**src/rtl/conv1_maxpool_stage.sv**
```systemverilog
// conv1 2x2 stride-2 max-pool: even rows fill a per-filter line buffer, odd rows pool against it.
// Latency 1 on odd rows; single-entry output register with skid-style ready. Optional ReLU: CONV1_POOL_RELU_EN.
module conv1_maxpool_stage #(
  parameter int NUM_FILT     = 6,
  parameter int PXL_PER_BEAT = 4,
  parameter int IN_WIDTH     = 22,
  parameter int FMAP_WIDTH   = 28,
  parameter int FMAP_HEIGHT  = 28
) (
  input  logic                                         pool1_clk,
  input  logic                                         pool1_rst,
  input  logic                                         pool1_in_valid_i,
  output logic                                         pool1_in_ready_o,
  input  logic [NUM_FILT*PXL_PER_BEAT*IN_WIDTH-1:0]     pool1_in_data_i,
  output logic                                         pool1_out_valid_o,
  input  logic                                         pool1_out_ready_i,
  output logic [NUM_FILT*(PXL_PER_BEAT/2)*IN_WIDTH-1:0] pool1_out_data_o,
  output logic                                         pool1_out_last_o
);

  localparam int HALF     = PXL_PER_BEAT / 2;
  localparam int COLS     = FMAP_WIDTH / PXL_PER_BEAT;
  localparam int CW       = (COLS > 1) ? $clog2(COLS) : 1;
  localparam int RW       = (FMAP_HEIGHT > 1) ? $clog2(FMAP_HEIGHT) : 1;
  localparam int OUT_BITS = NUM_FILT * HALF * IN_WIDTH;

  logic [CW-1:0]       col_q, col_d;
  logic [RW-1:0]       row_q, row_d;
  logic                out_vld_q, out_vld_d;
  logic                out_last_q, out_last_d;
  logic [OUT_BITS-1:0] out_dat_q, out_dat_d;
  logic [OUT_BITS-1:0] linebuf_q [COLS];
  logic [OUT_BITS-1:0] h_dat, v_dat;
  logic signed [IN_WIDTH-1:0] h_tmp, v_tmp;
  logic odd_row, last_col, last_row, in_fire;

  function automatic logic signed [IN_WIDTH-1:0] smax(input logic signed [IN_WIDTH-1:0] a,
                                                       input logic signed [IN_WIDTH-1:0] b);
    return (a > b) ? a : b;
  endfunction

  assign odd_row  = row_q[0];
  assign last_col = (col_q == CW'(COLS - 1));
  assign last_row = (row_q == RW'(FMAP_HEIGHT - 1));

  // Even rows never produce output, so they are only held off by reset.
  assign pool1_in_ready_o = !pool1_rst && (!odd_row || !out_vld_q || pool1_out_ready_i);
  assign in_fire          = pool1_in_valid_i && pool1_in_ready_o;

  always_comb begin
    h_dat = '0;
    v_dat = '0;
    h_tmp = '0;
    v_tmp = '0;
    for (int f = 0; f < NUM_FILT; f++) begin
      for (int k = 0; k < HALF; k++) begin
        h_tmp = smax(pool1_in_data_i[(f*PXL_PER_BEAT + 2*k)*IN_WIDTH +: IN_WIDTH],
                     pool1_in_data_i[(f*PXL_PER_BEAT + 2*k + 1)*IN_WIDTH +: IN_WIDTH]);
        v_tmp = smax(h_tmp, linebuf_q[col_q][(f*HALF + k)*IN_WIDTH +: IN_WIDTH]);
`ifdef CONV1_POOL_RELU_EN
        if (v_tmp[IN_WIDTH-1]) v_tmp = '0;
`endif
        h_dat[(f*HALF + k)*IN_WIDTH +: IN_WIDTH] = h_tmp;
        v_dat[(f*HALF + k)*IN_WIDTH +: IN_WIDTH] = v_tmp;
      end
    end
  end

  always_comb begin
    col_d      = col_q;
    row_d      = row_q;
    out_vld_d  = out_vld_q;
    out_last_d = out_last_q;
    out_dat_d  = out_dat_q;
    if (out_vld_q && pool1_out_ready_i) begin
      out_vld_d  = 1'b0;
      out_last_d = 1'b0;
    end
    if (in_fire) begin
      if (last_col) begin
        col_d = '0;
        row_d = last_row ? '0 : row_q + 1'b1;
      end else begin
        col_d = col_q + 1'b1;
      end
      // A new odd-row result overrides any same-cycle drain of the register.
      if (odd_row) begin
        out_vld_d  = 1'b1;
        out_dat_d  = v_dat;
        out_last_d = last_row && last_col;
      end
    end
  end

  always_ff @(posedge pool1_clk) begin
    if (pool1_rst) begin
      col_q      <= '0;
      row_q      <= '0;
      out_vld_q  <= 1'b0;
      out_last_q <= 1'b0;
      out_dat_q  <= '0;
    end else begin
      col_q      <= col_d;
      row_q      <= row_d;
      out_vld_q  <= out_vld_d;
      out_last_q <= out_last_d;
      out_dat_q  <= out_dat_d;
    end
  end

  always_ff @(posedge pool1_clk) begin
    if (in_fire && !odd_row) linebuf_q[col_q] <= h_dat;
  end

  assign pool1_out_valid_o = out_vld_q;
  assign pool1_out_data_o  = out_dat_q;
  assign pool1_out_last_o  = out_last_q;

endmodule

```
**config.mk**
```make
export PLATFORM = sky130hd
export DESIGN_NAME = conv1_maxpool_stage
export DESIGN_NICKNAME = d
export VERILOG_FILES = /design/src/rtl/conv1_maxpool_stage.sv
export SDC_FILE = /design/constraint.sdc
export NUM_CORES = 2
export LEC_CHECK = 0
export BUFFER_PORTS_ARGS = -buffer_cell sky130_fd_sc_hd__buf_2
export CORE_ASPECT_RATIO = 0.8
export CORE_MARGIN = 1
export CORE_UTILIZATION = 30
export CTS_BUF_LIST = sky130_fd_sc_hd__clkbuf_16
export CTS_CLUSTER_DIAMETER = 50
export DETAILED_ROUTE_END_ITERATION = 8
export MAX_ROUTING_LAYER = met4
export PLACE_DENSITY = 0.54
export SYNTH_ARGS = -nofsm -noshare
export SYNTH_HDL_FRONTEND = slang
export SYNTH_SLANG_ARGS = --single-unit
```
**constraint.sdc**
```tcl
create_clock -name pool1_clk -period 56.1 [get_ports pool1_clk]
set_input_delay 0 -clock pool1_clk [delete_from_list [all_inputs] [get_ports pool1_clk]]
set_output_delay 0 -clock pool1_clk [all_outputs]
set_load 0.05 [all_outputs]
```
==> metrics.md <==
| Metric | Value |
|---|---|
| RSZ-0062 raised after global routing | `no` |
| Flop and latch count out of synthesis | `2125` |
| Data arrival time at the worst-slack endpoint | `9.25 ns` |
| Number of different library cells in the post-synthesis netlist | `90` |
| Die area | `about 350000 um2` |
| Net count, final | `approximately 10000` |
| Worst reg2reg path depth | `16` |
| Leakage dissipation | `48.1 nW` |
| Boundary Pins | `799` |
| Count of antenna-violating nets left after detailed routing | `0` |
| Total iterations of the first detailed-routing run | `6` |
| Final hold vios | `0` |
| Cell taking the most area after synthesis | `sky130_fd_sc_hd__edfxtp_1` |
| Power density of the placed cells | `between 30 and 40 nW/um2` |
| Number of buffers between clock root and the deepest sink | `4` |
| Area taken by multi-input logic gates | `approximately 40000 um2` |
| Global route overflow | `0` |
| Maximum level of the CTS H-tree | `4` |
| Initial cell density of the core | `0.302` |
| Number of flops mapped to enable cells by yosys | `approximately 1800` |
| CP Class | `register to register` |
| Largest clock skew in the final design | `0.0761 ns` |
| Number of design-rule violations left by the first detailed-router iteration | `5262` |
| Avg Cell Area, Syn | `13.1 um2` |
| Total CTS buffers | `240` |
| Post-synthesis instance area | `105000 um2` |
| Cell depth of the worst hold path | `4` |
| Type of the most critical hold path | `input port to register` |
| Average wire per cell in the routed design | `22.5 um` |
| Transition time of the tightest slew-check pin | `1.30 ns` |
| TritonCTS clock tree | `built` |
| Part of the cycle the worst path needs | `0.152` |
| Area delta synth->final | `22.8%` |
| GRT Resource Usage Total | `0.180` |
| Maximum Capacitance Violations | `0` |
| Crit path time final | `8.54 ns` |
| Setup violations, final | `0` |
| Fraction of registers with async set/reset | `0` |
| Clock Sinks | `between 2000 and 2500` |
| Synth area leaders | `sky130_fd_sc_hd__edfxtp_1 53%, sky130_fd_sc_hd__ha_1 6.3%, sky130_fd_sc_hd__mux4_2 5.7%` |
| Worst setup EP type | `register` |
| Largest driver fanout on the critical path | `about 100` |
| Die width | `662 um` |
| Final weighted congestion in routability-driven placement | `0.883` |
| Setup Total Neg Slack | `0 ns` |
| Number of standard cells after synthesis | `7972` |
| Number of antenna violations at the first check in global routing | `10` |
| Critical path required time | `56.81 ns` |
| Maximum clock rate | `0.117 GHz` |
| First-pass GRT wire length | `472 mm` |
| Final Slew Violations | `0` |
| DRT Wirelength | `318 mm` |
| Sequential Area | `61000 um2` |
| Max-Slew Margin vs Limit | `0.136` |
| Number of port buffers | `798` |
| Peak supply drop | `0.0282 mV` |
| Most repeated cell in the gate-level netlist after synthesis | `sky130_fd_sc_hd__edfxtp_1` |
| Number of design rule violations left after detail routing | `0` |
| Most instantiated cells after synthesis | `1848 x sky130_fd_sc_hd__edfxtp_1, 799 x sky130_fd_sc_hd__nand2_1, 582 x sky130_fd_sc_hd__mux2i_1` |
| Yosys warnings | `0` |
| Average vias per placed instance | `5.19` |
| Number of rows in the core area | `193` |
| Top-area cell type share of the netlist area | `0.531` |
| Min Hold Slack | `0.0847 ns` |
| Net count of the mapped netlist | `9033` |
| Status | `finished, final reports clean` |
| Pin count of the biggest net entering global routing | `~160` |
| Placed wire-length estimate after detailed placement | `203 mm` |
| Type of origin of the critical path | `register` |
| Filler instances | `33100` |
| Clock Pin Slew Worst Setup and Hold Paths | `0.06 ns` |
| Via count of the first global-routing pass | `~73000` |
| Sequential area share after synthesis | `0.584` |
| Die Y | `approximately 530 um` |
| Area inside the core boundary | `346000 um2` |
| Root buffer cell | `sky130_fd_sc_hd__clkbuf_16` |
| Total vias in the final route | `between 70000 and 80000` |
| Later-pin clock latency in the skew report | `0.90 ns` |
| Layout cells sized above 1 | `0.194` |
| Predominant post-synthesis flop cell | `sky130_fd_sc_hd__edfxtp_1` |
[cells by family after synthesis]
family | Yosys count | synth area share
compound gates | 1551 | 0.101
flops | 2125 | 0.584
xor+xnor | 5 | 0.000419
fa+ha+maj | 529 | 0.0633
simple gates | 1929 | 0.0947
mux | 927 | 0.121
buf+inv | 906 | 0.0354
[flip-flops by register name, indices dropped and copies added (netlist names), named ones only]
register	count
linebuf_q	1848
row_q	5
pool1_out_last_o	1
col_q	3
pool1_out_data_o	264
pool1_out_valid_o	1
[critical path, stage by stage, from the launching register on]
cell and delay, ns:
sky130_fd_sc_hd__dfxtp_4 0.64, sky130_fd_sc_hd__buf_12 0.65, sky130_fd_sc_hd__buf_4 0.76, sky130_fd_sc_hd__buf_4 0.76, sky130_fd_sc_hd__buf_12 0.57, sky130_fd_sc_hd__buf_4 0.77, sky130_fd_sc_hd__mux4_2 0.60, sky130_fd_sc_hd__mux2i_1 0.22
sky130_fd_sc_hd__ha_1 0.29, sky130_fd_sc_hd__a21oi_1 0.16, sky130_fd_sc_hd__a21boi_0 0.09, sky130_fd_sc_hd__o31ai_1 0.40, sky130_fd_sc_hd__o211ai_1 0.16, sky130_fd_sc_hd__mux2_2 0.76, sky130_fd_sc_hd__or3b_1 0.42, sky130_fd_sc_hd__dlygate4sd3_1 0.57
sky130_fd_sc_hd__a32o_1 0.25
[final timing paths]
kind	from	end	slack, ns
worst max-delay path	register	pool1_out_data_o[59]$_SDFFE_PP0P_	47.56
worst min-delay path	pool1_in_data_i[386]	linebuf_q[6][188]$_DFFE_PP_	0.08
worst min register to register	pool1_out_data_o[88]$_SDFFE_PP0P_	pool1_out_data_o[88]$_SDFFE_PP0P_	0.47
worst max register to register	register	pool1_out_data_o[59]$_SDFFE_PP0P_	47.56
[metal layers]
metal / share of wire / up-vias / GRT usage
met1: 0.46 / 37000 / 0.243
met4: 0.019 / 0 / 0.0366
li1: - / 33800 / -
met2: 0.47 / 2237 / 0.289
met5: 0 / - / -
met3: 0.055 / 411 / 0.0262
[metrics by stage]
step | utilization | area, um2 | worst slack, ns | cells | power, mW
finish | 0.371 | 128000 | 47.56 | 14200 | 3.91
global route | 0.371 | 128000 | 46.89 | 14200 | 4.07
CTS | 0.371 | 128000 | 47.39 | 14200 | 3.95
detailed placement | 0.328 | 113000 | 47.97 | 13000 | 2.38
global placement | 0.328 | 113000 | 48.02 | 13000 | 2.36
floorplan | - | 105000 | 28.86 | 7972 | 2.20
[cells in the final DEF, fill, tap and decap left out, types with 47 or more instances in the layout]
cell type                          n
sky130_fd_sc_hd__a21oi_1         239
sky130_fd_sc_hd__or2_2            66
sky130_fd_sc_hd__clkinv_2         47
sky130_fd_sc_hd__o21ai_0         421
sky130_fd_sc_hd__nand2_1         799
sky130_fd_sc_hd__dlygate4sd3_1   749
sky130_fd_sc_hd__ha_1            526
sky130_fd_sc_hd__edfxtp_1       1848
sky130_fd_sc_hd__nand2b_1         99
sky130_fd_sc_hd__mux2_2           81
sky130_fd_sc_hd__nand4_1         169
sky130_fd_sc_hd__buf_4           110
sky130_fd_sc_hd__buf_2           798
sky130_fd_sc_hd__o31ai_1         121
sky130_fd_sc_hd__nor2_1          258
sky130_fd_sc_hd__nand3_1         124
sky130_fd_sc_hd__a22oi_1          66
sky130_fd_sc_hd__a22o_1           64
sky130_fd_sc_hd__or4_1            68
sky130_fd_sc_hd__clkbuf_16       241
sky130_fd_sc_hd__dfxtp_1         275
sky130_fd_sc_hd__mux4_2          264
sky130_fd_sc_hd__mux2i_1         580
sky130_fd_sc_hd__o211ai_1        138
sky130_fd_sc_hd__o2111ai_1        67
sky130_fd_sc_hd__inv_1           444
sky130_fd_sc_hd__nor3_1           89
[what timing repair did]
action	in CTS	in global routing
endpoints found under the hold margin	2149	0
hold buffers	749	0
buffers inserted	0	0
gates resized for setup	0	0
[report_power, final]
group	total (mW)	switching [mW]	leakage, nW	internal [mW]
combinational	0.629	0.378	25.3	0.251
sequential	1.79	0.00502	19.0	1.79
clock	1.49	0.647	3.84	0.840
total	3.91	1.03	48.1	2.88
[final cells by class]
type	count	share of cell area
diodes	11	0.000214
flip-flops and latches	2125	0.475
inverters	401	0.0118
repair buffers	1668	0.0976
well taps	4582	0.0446
clock buffers	241	0.0470
clock inverters	198	0.0115
multi-input cells	4941	0.312
No activity file was read; power rests on OpenSTA's default activity.
